--- src/rtl/sw_pkg.sv ---
`default_nettype none
// +------------------------------------------------------------------+
// | Package : sw_pkg                                                 |
// | Shared state encoding and default sizing for the switch          |
// | conditioner.                                                     |
// | Rev 1.0 : initial release                                        |
// +------------------------------------------------------------------+
package sw_pkg;

  typedef enum logic [1:0] {
    LOW       = 2'd0,
    RISE_WAIT = 2'd1,
    HIGH      = 2'd2,
    FALL_WAIT = 2'd3
  } sw_state_t;

  // 10 ms debounce and 1 s long-press window at 12 MHz
  localparam int SW_DEBOUNCE_CYCLES = 120000;
  localparam int SW_LONG_CYCLES     = 12000000;
  localparam int SW_CNT_W           = 24;

endpackage
`default_nettype wire

--- src/rtl/sw_conditioner_if.sv ---
`default_nettype none
// +------------------------------------------------------------------+
// | Interface : sw_conditioner_if                                    |
// | Raw switch pin in, conditioned level and strobes out.            |
// | Rev 1.0 : initial release                                        |
// +------------------------------------------------------------------+
interface sw_conditioner_if;
  logic i_sw_raw;
  logic o_sw_level;
  logic o_press;
  logic o_release;
  logic o_long_press;
  logic o_toggle;

  // Driver of the pin and consumer of the conditioned outputs
  modport master (
    output i_sw_raw,
    input  o_sw_level, o_press, o_release, o_long_press, o_toggle
  );

  // The conditioner itself
  modport slave (
    input  i_sw_raw,
    output o_sw_level, o_press, o_release, o_long_press, o_toggle
  );
endinterface
`default_nettype wire

--- src/rtl/sw_conditioner_sync2.sv ---
`default_nettype none
// +------------------------------------------------------------------+
// | Module  : sync2                                                  |
// | Two-flop synchroniser for one asynchronous bit, resets to 0.     |
// | Rev 1.0 : initial release                                        |
// +------------------------------------------------------------------+
module sync2 (
  input  wire logic clk,
  input  wire logic rst_n,
  input  wire logic i_d,
  output logic      o_q
);
  logic r_s1;
  logic r_s2;

  // Shift the asynchronous input through two flops to settle metastability
  always_ff @(posedge clk or negedge rst_n) begin
    if (!rst_n) begin
      r_s1 <= 1'b0;
      r_s2 <= 1'b0;
    end else begin
      r_s1 <= i_d;
      r_s2 <= r_s1;
    end
  end

  assign o_q = r_s2;
endmodule
`default_nettype wire

--- src/rtl/sw_conditioner.sv ---
`default_nettype none
// +------------------------------------------------------------------+
// | Module  : sw_conditioner                                         |
// | Synchronises and debounces a raw switch pin; produces a stable   |
// | level, press/release/long-press strobes and a press toggle.      |
// | Rev 1.0 : initial release                                        |
// +------------------------------------------------------------------+
module sw_conditioner
  import sw_pkg::*;
#(
  parameter int DEBOUNCE_CYCLES = SW_DEBOUNCE_CYCLES,
  parameter int LONG_CYCLES     = SW_LONG_CYCLES,
  parameter int CNT_W           = SW_CNT_W
) (
  input wire logic         clk,
  input wire logic         rst_n,
  sw_conditioner_if.slave  bus
);

  localparam logic [CNT_W-1:0] c_DB_LAST   = CNT_W'(DEBOUNCE_CYCLES - 1);
  localparam logic [CNT_W-1:0] c_LONG_LAST = CNT_W'(LONG_CYCLES - 1);
  localparam logic [CNT_W-1:0] c_ONE       = CNT_W'(1);
  // With a one-cycle debounce the first differing sample is accepted directly
  localparam bit               c_DB_ONE    = (DEBOUNCE_CYCLES == 1);

  logic             w_sw_s;
  sw_state_t        r_state;
  logic [CNT_W-1:0] r_db_cnt;
  logic [CNT_W-1:0] r_hold_cnt;
  logic             r_long_done;
  logic             r_level;
  logic             r_press;
  logic             r_release;
  logic             r_long;
  logic             r_toggle;

  sync2 u_sync2 (
    .clk   (clk),
    .rst_n (rst_n),
    .i_d   (bus.i_sw_raw),
    .o_q   (w_sw_s)
  );

  // Debounce FSM with both counters and all registered outputs
  always_ff @(posedge clk or negedge rst_n) begin
    if (!rst_n) begin
      r_state     <= LOW;
      r_db_cnt    <= '0;
      r_hold_cnt  <= '0;
      r_long_done <= 1'b0;
      r_level     <= 1'b0;
      r_press     <= 1'b0;
      r_release   <= 1'b0;
      r_long      <= 1'b0;
      r_toggle    <= 1'b0;
    end else begin
      r_press   <= 1'b0;
      r_release <= 1'b0;
      r_long    <= 1'b0;

      unique case (r_state)
        LOW: begin
          if (w_sw_s) begin
            if (c_DB_ONE) begin
              r_state     <= HIGH;
              r_level     <= 1'b1;
              r_press     <= 1'b1;
              r_toggle    <= ~r_toggle;
              r_hold_cnt  <= '0;
              r_long_done <= 1'b0;
              r_db_cnt    <= '0;
            end else begin
              r_state  <= RISE_WAIT;
              r_db_cnt <= c_ONE;
            end
          end
        end

        RISE_WAIT: begin
          if (!w_sw_s) begin
            r_state  <= LOW;
            r_db_cnt <= '0;
          end else if (r_db_cnt == c_DB_LAST) begin
            r_state     <= HIGH;
            r_level     <= 1'b1;
            r_press     <= 1'b1;
            r_toggle    <= ~r_toggle;
            r_hold_cnt  <= '0;
            r_long_done <= 1'b0;
            r_db_cnt    <= '0;
          end else begin
            r_db_cnt <= r_db_cnt + c_ONE;
          end
        end

        HIGH: begin
          // Hold window: count up, then fire once and saturate
          if (r_hold_cnt < c_LONG_LAST) begin
            r_hold_cnt <= r_hold_cnt + c_ONE;
          end else if (!r_long_done && !(c_DB_ONE && !w_sw_s)) begin
            r_long      <= 1'b1;
            r_long_done <= 1'b1;
          end
          if (!w_sw_s) begin
            if (c_DB_ONE) begin
              r_state   <= LOW;
              r_level   <= 1'b0;
              r_release <= 1'b1;
              r_db_cnt  <= '0;
            end else begin
              r_state  <= FALL_WAIT;
              r_db_cnt <= c_ONE;
            end
          end
        end

        FALL_WAIT: begin
          // Keep the hold window running so a release bounce cannot restart it
          if (r_hold_cnt < c_LONG_LAST) begin
            r_hold_cnt <= r_hold_cnt + c_ONE;
          end
          if (w_sw_s) begin
            r_state  <= HIGH;
            r_db_cnt <= '0;
          end else if (r_db_cnt == c_DB_LAST) begin
            r_state   <= LOW;
            r_level   <= 1'b0;
            r_release <= 1'b1;
            r_db_cnt  <= '0;
          end else begin
            r_db_cnt <= r_db_cnt + c_ONE;
          end
        end

        default: begin
          r_state  <= LOW;
          r_db_cnt <= '0;
        end
      endcase
    end
  end

  assign bus.o_sw_level   = r_level;
  assign bus.o_press      = r_press;
  assign bus.o_release    = r_release;
  assign bus.o_long_press = r_long;
  assign bus.o_toggle     = r_toggle;

endmodule
`default_nettype wire
--- src/flat_wrapper.sv ---
// flat-port wrapper written by rule: the top's interface ports become plain ports
module sw_conditioner_flat import sw_pkg::*;
#(
  parameter int DEBOUNCE_CYCLES = SW_DEBOUNCE_CYCLES,
  parameter int LONG_CYCLES     = SW_LONG_CYCLES,
  parameter int CNT_W           = SW_CNT_W
)
  (clk, rst_n, bus_i_sw_raw, bus_o_sw_level, bus_o_press, bus_o_release, bus_o_long_press, bus_o_toggle);
  sw_conditioner_if bus_i ();
  input wire logic clk;
  input wire logic rst_n;
  input wire logic [$bits(bus_i.i_sw_raw)-1:0] bus_i_sw_raw;
  output wire logic [$bits(bus_i.o_sw_level)-1:0] bus_o_sw_level;
  output wire logic [$bits(bus_i.o_press)-1:0] bus_o_press;
  output wire logic [$bits(bus_i.o_release)-1:0] bus_o_release;
  output wire logic [$bits(bus_i.o_long_press)-1:0] bus_o_long_press;
  output wire logic [$bits(bus_i.o_toggle)-1:0] bus_o_toggle;
  assign bus_i.i_sw_raw = bus_i_sw_raw;
  assign bus_o_sw_level = bus_i.o_sw_level;
  assign bus_o_press = bus_i.o_press;
  assign bus_o_release = bus_i.o_release;
  assign bus_o_long_press = bus_i.o_long_press;
  assign bus_o_toggle = bus_i.o_toggle;
  sw_conditioner #(.DEBOUNCE_CYCLES(DEBOUNCE_CYCLES), .LONG_CYCLES(LONG_CYCLES), .CNT_W(CNT_W)) u_core (.clk(clk), .rst_n(rst_n), .bus(bus_i));
endmodule
--- config.mk ---
export PLATFORM = sky130hd
export DESIGN_NAME = sw_conditioner_flat
export DESIGN_NICKNAME = d
export VERILOG_FILES = /design/src/rtl/sw_pkg.sv /design/src/rtl/sw_conditioner_if.sv /design/src/rtl/sw_conditioner_sync2.sv /design/src/rtl/sw_conditioner.sv /design/src/flat_wrapper.sv
export SDC_FILE = /design/constraint.sdc
export NUM_CORES = 1
export LEC_CHECK = 0
export CORE_MARGIN = 3
export CORE_UTILIZATION = 29
export DETAILED_ROUTE_END_ITERATION = 6
export SLEW_MARGIN = 20
export SYNTH_ARGS = -nofsm -noshare
export SYNTH_HDL_FRONTEND = slang
export SYNTH_SLANG_ARGS = --single-unit
--- constraint.sdc ---
create_clock -name clk -period 2.55 [get_ports clk]
set_input_delay 0.51 -clock clk [delete_from_list [all_inputs] [get_ports clk]]
set_output_delay 0.51 -clock clk [all_outputs]
set_load 0.005 [all_outputs]
# --- After elaboration in Yosys (flattened, before gate mapping) ---
# Index checks and enable logic that the tools add are counted.
totals:
  reg_bits: 58
  latchBits: 0
  ram_bits: 0
  romBits: 0
  in_bits: 3
  output_inout_bits: 5
  word_cells: 73
  mem_count: 0
classes:
  addsub: 2
  n_mul: 0
  n_div: 0
  magnitude_cmp: 1
  eq_ne: 14
  shifts: 0
  mux: 33
  bitwise: 1
  reduce_logical: 11
op_table:
  columns: ["operator", "n"]
  rows:
  - ["two-way mux 24 bit", 8]
  - ["one-hot mux 24 bit (4 select lines)", 1]
  - ["adder 24 x 1 -> 24 bit (second input constant)", 2]
  - ["one-hot mux 24 bit (2 select lines)", 1]
  - ["== test 24 x 17 -> 1 bit (second input constant)", 1]
  - ["less-than comparator 24 bit (second input constant)", 1]
  - ["two-way mux 1 bit", 14]
  - ["two-way mux 2 bit", 6]
  - ["AND reduction 4 bit", 3]
  - ["!= test 2 bit (second input constant)", 5]
  - ["one-hot mux 2 bit (4 select lines)", 1]
  - ["!= test 2 x 1 -> 1 bit (second input constant)", 3]
  - ["!= test 3 x 2 -> 1 bit (second input constant)", 2]
  - ["nonzero test 2 bit", 3]
  - ["AND reduction 5 bit", 1]
  - ["== test 2 bit (second input constant)", 2]
  - ["one-hot mux 1 bit (2 select lines)", 2]
  - ["AND reduction 3 bit", 1]
  - ["== test 2 x 1 -> 1 bit (second input constant)", 1]
  - ["zero test 2 bit", 1]
  - ["AND reduction 2 bit", 1]
  - ["OR reduction 2 bit", 1]
  - ["inverter 1 bit", 1]

# --- Logic depth before layout (Yosys ltp) ---
# Gate-level depths: netlist of the first run.
depth:
  depth_word: 4
  depth_mapped: 8
  ltp_nobuf: 6

# --- By module ---
# Synthesis of the first run repeated with hierarchy kept, for this count alone.
unflattened:
  hier_cells: 326
  area_unflattened_um2: 3129.3
by_module_without_submodules:
  columns: ["mod", "n_inst", "cells_per_inst", "area_per_inst_um2", "seq_area_each_um2"]
  rows:
  - ["sw_conditioner", 1, 324, 3079.2, 1401.3]
  - ["sync2", 1, 2, 50.0, 50.0]

# --- Worst setup path after synthesis of the first run ---
# Ideal clock, no wire load.
synth_timing:
  path_type: "register -> register"
  from: "register u_core.r_db_cnt[18]"
  to: "register u_core.r_hold_cnt[12]"
  setup_ns: 0.126
  arrival_ns: 2.022
  required_time_ns: 2.424
  setup_slack_ns: 0.402
  path_stages_with_launch: 6
  path_buffers: 0
  period_less_slack_ns: 2.148
  cell_sequence: "dfrtp_1 or4b_4 nor4_4 nand4_2 a21boi_4 a221o_1"
synth_between:
  elab_chain_len: 3
synth_rtl:
  columns: ["item", "line", "text"]
  rows:
  - ["start: declaration", "sw_conditioner.sv:28", "logic [CNT_W-1:0] r_db_cnt;"]
  - ["start signal: assignment", "sw_conditioner.sv:74", "r_db_cnt <= c_ONE;"]
  - ["start signal: assignment", "sw_conditioner.sv:92", "r_db_cnt <= r_db_cnt + c_ONE;"]
  - ["start signal: assignment", "sw_conditioner.sv:112", "r_db_cnt <= c_ONE;"]
  - ["== test 24 x 17 -> 1 bit", "sw_conditioner.sv:83", "end else if (r_db_cnt == c_DB_LAST) begin"]
  - ["!= test 2 x 1 -> 1 bit (no line)", null, null]
  - ["AND reduction 4 bit (no line)", null, null]
  - ["end signal: assignment", "sw_conditioner.sv:99", "r_hold_cnt <= r_hold_cnt + c_ONE;"]
  - ["end signal: assignment", "sw_conditioner.sv:120", "r_hold_cnt <= r_hold_cnt + c_ONE;"]
  - ["end: declaration", "sw_conditioner.sv:29", "logic [CNT_W-1:0] r_hold_cnt;"]
# No other way between the ends.
# A chain may end at the register's enable or synchronous reset.

# --- Final worst setup path of the first run ---
layout_timing:
  from: "register u_core.r_db_cnt[18]"
  to: "register u_core.r_db_cnt[4]"
layout_between:
  elab_chain_len: 4
  word_cells_on_any_way: 5
  cone_classes: "eq/ne (1); mux (4)"
layout_rtl:
  columns: ["item", "line", "text"]
  rows:
  - ["== test 24 x 17 -> 1 bit *", "sw_conditioner.sv:83, sw_conditioner.sv:125", null]
  - ["two-way mux 24 bit *", "sw_conditioner.sv:83, sw_conditioner.sv:125", null]
  - ["two-way mux 24 bit, on equally long branches", "sw_conditioner.sv:122, sw_conditioner.sv:80", null]
  - ["one-hot mux 24 bit (4 select lines) *", "sw_conditioner.sv:61", "unique case (r_state)"]
# Mark *: on every way between the ends. The rest lies on a longest branch, timed or not.

==> results of run 1 <==
metrics by stage:
step | setup slack (ps) | hold slack [ps] | power [W]
after floorplan | 401.6 | 214.4 | 0.001041
after global placement | 287.1 | 337.7 | 0.001084
after CTS | 252.7 | 170.4 | 0.001970
after detailed placement | 255.0 | 346.6 | 0.001085
after global routing | 48.61 | 192.1 | 0.002044
final | 222.9 | 168.2 | 0.001943
layout by cell type (no fill, tap or decap), drive strengths merged, types with 6 or more instances in the layout:
cell type	instances
a31oi	15
o21ai	16
dfrtp	58
inv	7
a41oi	8
nand2	49
mux2i	11
a21oi	13
clkbuf	12
and3	15
nor2	17
clkdlybuf4s50	6
nand4	16
nor4	10
nor3	11
nand3	30
buf	12
final cells by class:
| class | instances | share of cell area |
|---|---|---|
| multi-input cells | 263 | 0.4421 |
| flip-flops and latches | 58 | 0.3997 |
| repair buffers | 18 | 0.04755 |
| well taps | 136 | 0.04686 |
| clock buffers | 12 | 0.04273 |
| clock inverters | 4 | 0.01378 |
| inverters | 7 | 0.007236 |
worst max-delay path, cell delays in order, from the launching register on:
cell and delay, ps:
sky130_fd_sc_hd__dfrtp_1 440, sky130_fd_sc_hd__or4b_4 550, sky130_fd_sc_hd__nor4_4 430, sky130_fd_sc_hd__a21oi_2 250, sky130_fd_sc_hd__buf_12 230, sky130_fd_sc_hd__a41oi_1 210
sky130_fd_sc_hd__a31oi_1 60
power groups by stage:
stage | clock network (W) | logic (W) | registers, W
4_1_cts | 0.000901 | 0.0000904 | 0.000978
5_1_grt | 0.000958 | 0.000100 | 0.000985
6_report | 0.000875 | 0.0000882 | 0.000980
2_1_floorplan | 0 | 0.0000545 | 0.000986
3_3_place_gp | 0 | 0.0000888 | 0.000995
3_5_place_dp | 0 | 0.0000912 | 0.000994
final timing paths:
path,startpoint,to,slack [ps],cells after the start
worst max-delay path,u_core.r_db_cnt[18],u_core.r_db_cnt[4],220,6
worst min-delay path,rst_n,u_core.r_hold_cnt[7],170,1
worst max register to register,u_core.r_db_cnt[18],u_core.r_db_cnt[4],220,6
worst min register to register,u_core.u_sync2.r_s1,u_core.u_sync2.o_q,350,0
max in group asynchronous,rst_n,u_core.r_db_cnt[21],1800,2
min in group clk,u_core.u_sync2.r_s1,u_core.u_sync2.o_q,350,0
metal layers:
| layer | up-vias | GRT usage | routed length [um] |
|---|---|---|---|
| li1 | 1335 | - | - |
| met1 | 1332 | 0.1767 | 3433 |
| met2 | 47 | 0.2132 | 3430 |
| met3 | 6 | 0.04252 | 297 |
| met4 | 0 | 0.04837 | 78 |
| met5 | - | 0 | 0 |
cell families (layout without fill, tap and decap cells):
family	count (synthesis)	count (layout)
flops	58	58
xor+xnor	2	2
fa+ha+maj	2	2
buf+inv	23	41
simple gates	171	171
mux	13	13
compound gates	75	75
==> flow_summary.rst, run 1 <==
.. list-table::
   :header-rows: 1

   * - Metric
     - Value
   * - Kind of critical path
     - register to register
   * - Data arrival time of the critical path
     - 2520 ps
   * - Flip-flop and latch area
     - 1451 um^2
   * - Largest cells by area after synthesis
     - sky130_fd_sc_hd__dfrtp_1 (46%), sky130_fd_sc_hd__nand2_1 (5.8%), sky130_fd_sc_hd__nand3_1 (4.8%), sky130_fd_sc_hd__mux2i_1 (3.5%), sky130_fd_sc_hd__a31oi_1 (3.0%)
   * - Final Core Density
     - 0.3486
   * - Number of H-tree branching levels
     - 3
   * - Share of synthesized area occupied by flip-flops and latches
     - 0.4614
   * - Combinational power share
     - 0.045
   * - Fraction of final layout cells sized beyond drive strength 1
     - 0.09392
   * - Post-synthesis area per instance
     - 9.144 um^2
   * - Number of cells after detailed placement
     - 482
   * - Cell-internal power
     - 0.001479 W
   * - Post-synthesis adder-cell area fraction
     - 0.007955
   * - HPWL after DPL
     - 4967 um
   * - Worst EP required
     - 2740 ps
   * - Worst clock skew
     - 11.86 ps
   * - Compound-Gate Fraction of Synth Area
     - 0.1635
   * - Final setup violating endpoints
     - 0
   * - Number of setup buffers added after CTS
     - 0
   * - Max Fclk
     - 429.7 MHz
   * - Cells after Synth
     - 344
   * - Die Y
     - 110.1 um
   * - Via Count
     - 2,720
   * - Hold WC Path Type
     - input port to asynchronous set/reset pin
   * - Part of the total power dissipated in sequential elements
     - 0.504
   * - Number of buffers added on ports
     - 7
   * - RSZ-0062 raised after global routing
     - no
   * - Die Outline Area
     - 12,130 um^2
   * - DRC violation total after the first TritonRoute iteration
     - 150
   * - Synthesized Nets
     - 349
   * - Dominant register cell in the synthesized netlist
     - sky130_fd_sc_hd__dfrtp_1
   * - Hold buffers post-CTS
     - 0
   * - Number of pins exceeding their max-slew limit in the final report
     - 0
   * - PostCTS Resize Cnt
     - 0
   * - Type of element launching the critical path
     - register
   * - Detailed-route wire length per cell
     - 14.54 um
   * - Residual antenna-violating net count after detailed routing
     - 0
   * - Leading area contributor after synthesis
     - sky130_fd_sc_hd__dfrtp_1
   * - Total of max-cap violations
     - 0
   * - Detailed Route WL
     - 7239 um
   * - Remaining design rule violation count
     - 0
   * - Number of cell rows
     - 37
   * - Fillers
     - 1,069
   * - Largest registers
     - u_core.r_db_cnt: 24 flops, u_core.r_hold_cnt: 24 flops
   * - Effective utilization at floorplan
     - 0.3020
   * - Result of the run
     - completed
   * - Antenna Cells
     - 0
   * - Number of ports placed on the die boundary
     - 8
   * - Aggregate global routing overflow
     - 0
   * - Count of flip-flops with a built-in enable after synthesis
     - 0
   * - Switching component of the power
     - 0.0004636 W
   * - Main combinational cell family by area after synthesis
     - simple AND/OR/NAND/NOR gates
   * - Fraction of power spent switching nets
     - 0.2386
   * - XOR/XNOR share of the synthesized area
     - 0.005569
   * - Instance area after placement
     - 3426 um^2
   * - Number of iterations in the first detailed-routing pass
     - 4
   * - Clock tree from TritonCTS
     - yes
   * - Fin Setup TNS
     - 0 ps
   * - Global routing usage summed across all routing layers
     - 0.1358
   * - Worst-Skew Late Latency
     - 340 ps
   * - Clock edge transition at the registers on the reported setup and hold paths
     - 70 ps
   * - Fin nets
     - 362
   * - Clock buffers created by TritonCTS
     - 9
   * - Clock root buffer
     - sky130_fd_sc_hd__clkbuf_8
   * - Ranking of synthesized cells by instance count
     - sky130_fd_sc_hd__dfrtp_1 (58), sky130_fd_sc_hd__nand2_1 (49), sky130_fd_sc_hd__nand3_1 (30), sky130_fd_sc_hd__nor2_1 (17), sky130_fd_sc_hd__o21ai_0 (16)
   * - Flip-flop and latch count after synthesis
     - 58
   * - Max rail drop VDD
     - 0.0003092 V
   * - Via density per instance
     - 5.462
   * - Maximum count of clock buffers along a single path
     - 2
   * - Antenna violations before repair
     - 0
   * - Total power per unit cell area
     - 535.1 nW/um^2
   * - Signed area change from the synthesized netlist to the final layout
     - 15.43%
   * - Share of synthesized flip-flops with an asynchronous set or reset
     - 1.000
   * - Maximum number of pins on one net before global-route repair
     - 35
   * - Least-Margin Pin Slew
     - 759.8 ps
   * - Via count of the first global-routing pass
     - 2,691
   * - Area of the multi-input gates
     - 1605 um^2
   * - Dominant cell by count in the synthesized netlist
     - sky130_fd_sc_hd__dfrtp_1
   * - Die X
     - 110.1 um
   * - Clk pwr share
     - 0.450
   * - Weighted congestion reported at the end of routability-driven placement
     - 0.8438
   * - Time the worst path needs with I/O delays and setup
     - 2327 ps
   * - Synthesis warning total
     - 0
   * - Core Region
     - 10,420 um^2
   * - Yosys top cell area share
     - 0.4614
   * - Portion of netlist area occupied by mux cells
     - 0.04216
   * - Post-Synth Simple-Gate Area
     - 0.2900
   * - Wire length of the first global-routing pass
     - 12,940 um
   * - Number of standard cells in the layout, taps in and fillers out
     - 498
   * - Number of endpoints with negative hold slack in the final report
     - 0
   * - Max-Slew Margin vs Limit
     - 0.4916
   * - Share of the clock period used by the worst path after layout
     - 0.9126
   * - Leakage power summed over all cells
     - 1.572 nW
   * - Final non-filler cell area
     - 3631 um^2
   * - Combined area of all synthesized cells
     - 3146 um^2
   * - Maximum net fanout on the critical path
     - 29
   * - Clock sink count
     - 58
   * - Crit. End Element
     - register
   * - Distinct cell type count of the synthesized netlist
     - 47
Note: power is estimated with default switching activity, not from simulation.
==> inputs of run 2 (changes only) <==
--- a/config.mk
+++ b/config.mk
@@ -7,6 +7,7 @@
 export LEC_CHECK = 0
 export CORE_MARGIN = 3
-export CORE_UTILIZATION = 29
+export CORE_UTILIZATION = 60
 export DETAILED_ROUTE_END_ITERATION = 6
+export PLACE_DENSITY = 0.78
 export SLEW_MARGIN = 20
 export SYNTH_ARGS = -nofsm -noshare
==> constraint.sdc (replaced) <==
create_clock -name clk -period 2.55 [get_ports clk]
set_input_delay 0.255 -clock clk [delete_from_list [all_inputs] [get_ports clk]]
set_output_delay 0.255 -clock clk [all_outputs]
set_load 0.005 [all_outputs]
==> flow_summary.rst, run 2 (synthesis results as in run 1) <==
.. list-table::
   :header-rows: 1

   * - Metric
     - Value
   * - Result of the run
     - completed
   * - Cell-internal power
     - 0.001465 W
   * - Maximum net fanout on the critical path
     - 7
   * - Number of pins exceeding their max-slew limit in the final report
     - 0
   * - Final setup violating endpoints
     - 0
   * - PostCTS Resize Cnt
     - 0
   * - Worst EP required
     - 2770 ps
   * - Clk pwr share
     - 0.441
   * - Global routing usage on met2
     - 0.4247
   * - Effective utilization at floorplan
     - 0.6446
   * - Switching component of the power
     - 0.0004428 W
   * - Residual antenna-violating net count after detailed routing
     - 0
   * - Worst-Skew Late Latency
     - 340 ps
   * - Fraction of final layout cells sized beyond drive strength 1
     - 0.09642
   * - Time the worst path needs with I/O delays and setup
     - 2215 ps
   * - Die Outline Area
     - 6147 um^2
   * - Die X
     - 78.41 um
   * - Share of the clock period used by the worst path after layout
     - 0.8688
   * - Clock edge transition at the registers on the reported setup and hold paths
     - 60 ps
   * - Hold WC Path Type
     - register to register
   * - Met1 track demand over resource
     - 0.3346
   * - Worst clock skew
     - 9.748 ps
   * - Total power per unit cell area
     - 540.4 nW/um^2
   * - Maximum count of clock buffers along a single path
     - 2
   * - Met3 track demand over resource
     - 0.06651
   * - Remaining design rule violation count
     - 0
   * - Largest registers
     - u_core.r_db_cnt: 24 flops, u_core.r_hold_cnt: 24 flops
   * - Busiest layer in global routing
     - met2
   * - Worst hold margin
     - 351.0 ps
   * - Signed area change from the synthesized netlist to the final layout
     - 12.25%
   * - Max-Slew Margin vs Limit
     - 0.5759
   * - Crit. End Element
     - register
   * - Via count of the first global-routing pass
     - 2,666
   * - Total of max-cap violations
     - 0
   * - Fin Setup TNS
     - 0 ps
   * - Number of iterations in the first detailed-routing pass
     - 4
   * - Core Region
     - 4880 um^2
   * - DRC violation total after the first TritonRoute iteration
     - 208
   * - Wire length of the first global-routing pass
     - 12,580 um
   * - HPWL after DPL
     - 4956 um
   * - Aggregate global routing overflow
     - 0
   * - Number of buffers added on ports
     - 7
   * - Type of element launching the critical path
     - register
   * - Number of endpoints with negative hold slack in the final report
     - 0
   * - Max rail drop VDD
     - 0.0003636 V
   * - Detailed-route wire length per cell
     - 16.67 um
   * - Max Fclk
     - 451.4 MHz
   * - Clock sink count
     - 58
   * - Kind of critical path
     - register to register
   * - Number of setup buffers added after CTS
     - 0
   * - Weighted congestion reported at the end of routability-driven placement
     - 0.8669
   * - Maximum number of pins on one net before global-route repair
     - 40
   * - Via density per instance
     - 6.472
   * - RSZ-0062 raised after global routing
     - no
   * - Clock root buffer
     - sky130_fd_sc_hd__clkbuf_8
   * - Number of ports placed on the die boundary
     - 8
   * - Least-Margin Pin Slew
     - 636.1 ps
   * - Power, Total
     - 0.001908 W
   * - Part of the total power dissipated in sequential elements
     - 0.513
   * - Global routing usage summed across all routing layers
     - 0.2651
   * - Clock buffers created by TritonCTS
     - 9
   * - Antenna violations before repair
     - 0
   * - Detailed Route WL
     - 7168 um
   * - Die Y
     - 78.41 um
   * - Fin nets
     - 365
   * - Final Core Density
     - 0.7236
   * - Leading cell type in the layout, fill and taps excluded
     - sky130_fd_sc_hd__dfrtp_1
   * - Number of cell rows
     - 25
   * - Data arrival time of the critical path
     - 2440 ps
   * - Highest-count cells in the layout ignoring fill and taps
     - sky130_fd_sc_hd__dfrtp_1 (58), sky130_fd_sc_hd__nand2_1 (49), sky130_fd_sc_hd__nand3_1 (30)
   * - Via Count
     - 2,783
   * - Number of H-tree branching levels
     - 3
   * - Hold buffers post-CTS
     - 1
   * - Antenna Cells
     - 0
   * - Combinational power share
     - 0.046
   * - Fraction of power spent switching nets
     - 0.2321
   * - Leakage power summed over all cells
     - 1.580 nW
   * - Clock tree from TritonCTS
     - yes
## run 2: path summary, 6_finish.rpt
kind	startpoint	endpoint	slack, ps	cells past startpoint
min in group asynchronous	rst_n	u_core.r_hold_cnt[8]	480	2
worst min register to register	u_core.u_sync2.r_s1	u_core.u_sync2.o_q	350	0
worst max register to register	u_core.r_db_cnt[18]	u_core.r_hold_cnt[12]	330	6
worst max-delay path	u_core.r_db_cnt[18]	u_core.r_hold_cnt[12]	330	6
worst min-delay path	u_core.u_sync2.r_s1	u_core.u_sync2.o_q	350	0
max in group asynchronous	rst_n	u_core.r_hold_cnt[18]	1370	3
## run 2: layer usage
metal / vias up / routed length [um]
met3: 21 / 375
met1: 1336 / 3184
met5: - / 0
li1: 1339 / -
met4: 0 / 197
met2: 87 / 3410
## run 2: power by group through the flow
stage          Sequential [W]  Clock, W  Combinational, W
3_5_place_dp         0.000994         0         0.0000877
3_3_place_gp         0.000995         0         0.0000859
6_report             0.000979  0.000842         0.0000875
2_1_floorplan        0.000986         0         0.0000545
4_1_cts              0.000979  0.000852         0.0000884
5_1_grt              0.000984  0.000907          0.000101
## run 2: final cells by class
cell class	instances	area [um^2]
Fill cell	396	1349
Timing Repair Buffer	21	172.7
Clock inverter	3	40.04
Clock buffer	11	151.4
Inverter	7	26.28
Sequential cell	58	1451
Multi-Input combinational cell	263	1605
Tap cell	67	83.83
## run 2: critical path, cell delays in order, from the launching register on
cell	delay, ps
sky130_fd_sc_hd__dfrtp_1	430
sky130_fd_sc_hd__or4b_4	550
sky130_fd_sc_hd__nor4_4	260
sky130_fd_sc_hd__buf_4	190
sky130_fd_sc_hd__nand4_2	110
sky130_fd_sc_hd__a21boi_4	200
sky130_fd_sc_hd__a221o_1	360
## run 2: stage by stage
| step | worst slack (ps) | cells | cell area (um^2) |
|---|---|---|---|
| after floorplan | 401.6 | 344 | 3146 |
| after global placement | 406.6 | 415 | 3329 |
| after detailed placement | 349.3 | 415 | 3329 |
| after CTS | 333.6 | 430 | 3531 |
| after global routing | 154.9 | 430 | 3531 |
| final | 334.5 | 430 | 3531 |
==> inputs of run 3 (changes only) <==
Settings changed: PLACE_DENSITY 0.78 to default, PLACE_DENSITY_LB_ADDON from default to 0.05.
==> flow_summary.rst, run 3 (synthesis results as in run 1) <==
.. list-table::
   :header-rows: 1

   * - Metric
     - Value
   * - Result of the run
     - completed
   * - Number of buffers added on ports
     - 7
   * - Effective utilization at floorplan
     - 0.6446
   * - Die Outline Area
     - 6147 um^2
   * - Flip-flop and latch area
     - 1451 um^2
   * - Final setup violating endpoints
     - 0
   * - Data arrival time of the critical path
     - 2470 ps
   * - Leakage power summed over all cells
     - 1.579 nW
   * - Worst-case register-to-register setup slack
     - 300 ps
   * - Fraction of final layout cells sized beyond drive strength 1
     - 0.08864
   * - Kind of critical path
     - register to register
   * - Time the worst path needs with I/O delays and setup
     - 2250 ps
   * - Core Region
     - 4880 um^2
   * - Via density per instance
     - 6.572
   * - Worst path cell trace
     - or4b_4 -> nor4_4 -> nand4_2 -> a21boi_4 -> a221o_1
   * - Number of setup buffers added after CTS
     - 0
   * - Total of max-cap violations
     - 0
   * - Clock edge transition at the registers on the reported setup and hold paths
     - 60 ps
   * - Max rail drop VDD
     - 0.0004396 V
   * - Clock tree from TritonCTS
     - yes
   * - Number of endpoints with negative hold slack in the final report
     - 0
   * - Highest-count cells in the layout ignoring fill and taps
     - sky130_fd_sc_hd__dfrtp_1 (58), sky130_fd_sc_hd__nand2_1 (49), sky130_fd_sc_hd__nand3_1 (30)
   * - Antenna violations before repair
     - 0
   * - Hold buffers post-CTS
     - 1
   * - Part of the total power dissipated in sequential elements
     - 0.501
   * - Largest registers
     - u_core.r_db_cnt: 24 flops, u_core.r_hold_cnt: 24 flops
   * - Type of element launching the critical path
     - register
   * - Max Fclk
     - 444.4 MHz
   * - Reg2Reg Capture Point
     - u_core.r_hold_cnt[14]
   * - Wire length of the first global-routing pass
     - 12,930 um
   * - Remaining design rule violation count
     - 0
   * - Kind of cell with the highest combined delay on the critical path
     - simple AND/OR/NAND/NOR gates
   * - Fillers
     - 373
   * - Max-Slew Margin vs Limit
     - 0.5635
   * - HPWL after DPL
     - 4906 um
   * - Worst-Skew Late Latency
     - 340 ps
   * - Antenna Cells
     - 0
   * - Switching component of the power
     - 0.0004507 W
   * - Via count of the first global-routing pass
     - 2,721
   * - Post-layout worst setup margin
     - 299.9 ps
   * - RSZ-0062 raised after global routing
     - no
   * - Detailed-route wire length per cell
     - 17.32 um
   * - Area of the multi-input gates
     - 1605 um^2
   * - Total power per unit cell area
     - 551.1 nW/um^2
   * - Maximum count of clock buffers along a single path
     - 2
   * - Die Y
     - 78.41 um
   * - Largest stage delay, worst path
     - 550 ps
   * - Die X
     - 78.41 um
   * - Maximum number of pins on one net before global-route repair
     - 40
   * - Signed area change from the synthesized netlist to the final layout
     - 12.73%
   * - Count of cells along the worst hold path
     - 1
   * - Via Count
     - 2,813
   * - Number of H-tree branching levels
     - 3
   * - Fraction of power spent switching nets
     - 0.2306
   * - Placement Setup Slack
     - 308.1 ps
   * - Combinational power share
     - 0.046
   * - Maximum net fanout on the critical path
     - 7
   * - Clock root buffer
     - sky130_fd_sc_hd__clkbuf_8
   * - Share of the clock period used by the worst path after layout
     - 0.8824
   * - Hold Crit Endpoint
     - u_core.u_sync2.r_s1
   * - Residual antenna-violating net count after detailed routing
     - 0
   * - Hold WC Path Type
     - input port to register
   * - Buf+Inv Stages, Crit Path
     - 0
   * - Leading cell type in the layout, fill and taps excluded
     - sky130_fd_sc_hd__dfrtp_1
   * - PostCTS Resize Cnt
     - 0
   * - Cell-internal power
     - 0.001504 W
   * - Crit. End Element
     - register
   * - Fin nets
     - 362
   * - Least-Margin Pin Slew
     - 654.8 ps
   * - Weighted congestion reported at the end of routability-driven placement
     - 0.8660
   * - Fin Setup TNS
     - 0 ps
   * - Source of the worst register-to-register timing path
     - u_core.r_db_cnt[18]
   * - Worst clock skew
     - 12.07 ps
   * - Number of cell rows
     - 25
   * - Launch instance of the worst min-delay path
     - bus_i_sw_raw
   * - Worst r2r path cells
     - 5
   * - Cell type of the slowest stage on the worst timing path
     - sky130_fd_sc_hd__or4b_4
   * - Number of iterations in the first detailed-routing pass
     - 6
   * - Clock buffers created by TritonCTS
     - 9
   * - Clock sink count
     - 58
   * - Clk pwr share
     - 0.452
   * - Aggregate global routing overflow
     - 0
   * - Detailed Route WL
     - 7412 um
   * - Number of ports placed on the die boundary
     - 8
   * - Number of pins exceeding their max-slew limit in the final report
     - 0
   * - DRC violation total after the first TritonRoute iteration
     - 234
   * - Global routing usage summed across all routing layers
     - 0.2677
   * - Worst EP required
     - 2770 ps
run 3: cell count changes in the layout (fill, tap and decap cells not counted), sizes merged:
cell	change
clkinv	-1
buf	-3
clkbuf	+2
run 3: routing by layer:
metal / share of wire / vias to the layer above / track usage
met1: 0.43 / 1360 / 0.3376
met5: 0 / - / 0
met2: 0.51 / 104 / 0.4606
li1: - / 1339 / -
met4: 0.012 / 0 / 0.1066
met3: 0.046 / 10 / 0.04243
run 3: power groups by stage:
stage	combinational (W)	sequential [W]	clock, W
final	0.0000909	0.000980	0.000883
after detailed placement	0.0000913	0.000995	0
after global placement	0.0000893	0.000994	0
after CTS	0.0000929	0.000979	0.000894
after global routing	0.000106	0.000984	0.000946
after floorplan	0.0000545	0.000986	0
run 3: stage by stage:
step                      power, W    util  hold slack, ps  instance area [um^2]  cells
after global routing      0.002036  0.7267           356.2                  3546    428
after floorplan           0.001041       -          -40.59                  3146    344
after CTS                 0.001966  0.7267           347.3                  3546    428
final                     0.001954  0.7267           355.1                  3546    428
after global placement    0.001083  0.6828           304.6                  3332    412
after detailed placement  0.001086  0.6828           328.3                  3332    412
run 3: area by class of cell:
class | count | share of cell area
Clock buffer | 13 | 0.04764
Clock inverter | 2 | 0.009880
Timing Repair Buffer | 18 | 0.04940
Inverter | 7 | 0.007410
Sequential cell | 58 | 0.4093
Multi-Input combinational cell | 263 | 0.4527
Tap cell | 67 | 0.02364
run 3: how the worst max path moves through the flow:
| stage | from | endpoint | slack [ps] | cells past startpoint |
|---|---|---|---|---|
| after floorplan | u_core.r_db_cnt[18] | u_core.r_hold_cnt[12] | 400 | 5 |
| after global placement | u_core.r_db_cnt[18] | u_core.r_hold_cnt[12] | 380 | 5 |
| after detailed placement | u_core.r_db_cnt[18] | u_core.r_hold_cnt[14] | 310 | 5 |
| after CTS | u_core.r_db_cnt[18] | u_core.r_hold_cnt[14] | 300 | 5 |
| after global routing | u_core.r_db_cnt[18] | u_core.r_hold_cnt[14] | 170 | 5 |
| final | u_core.r_db_cnt[18] | u_core.r_hold_cnt[14] | 300 | 5 |
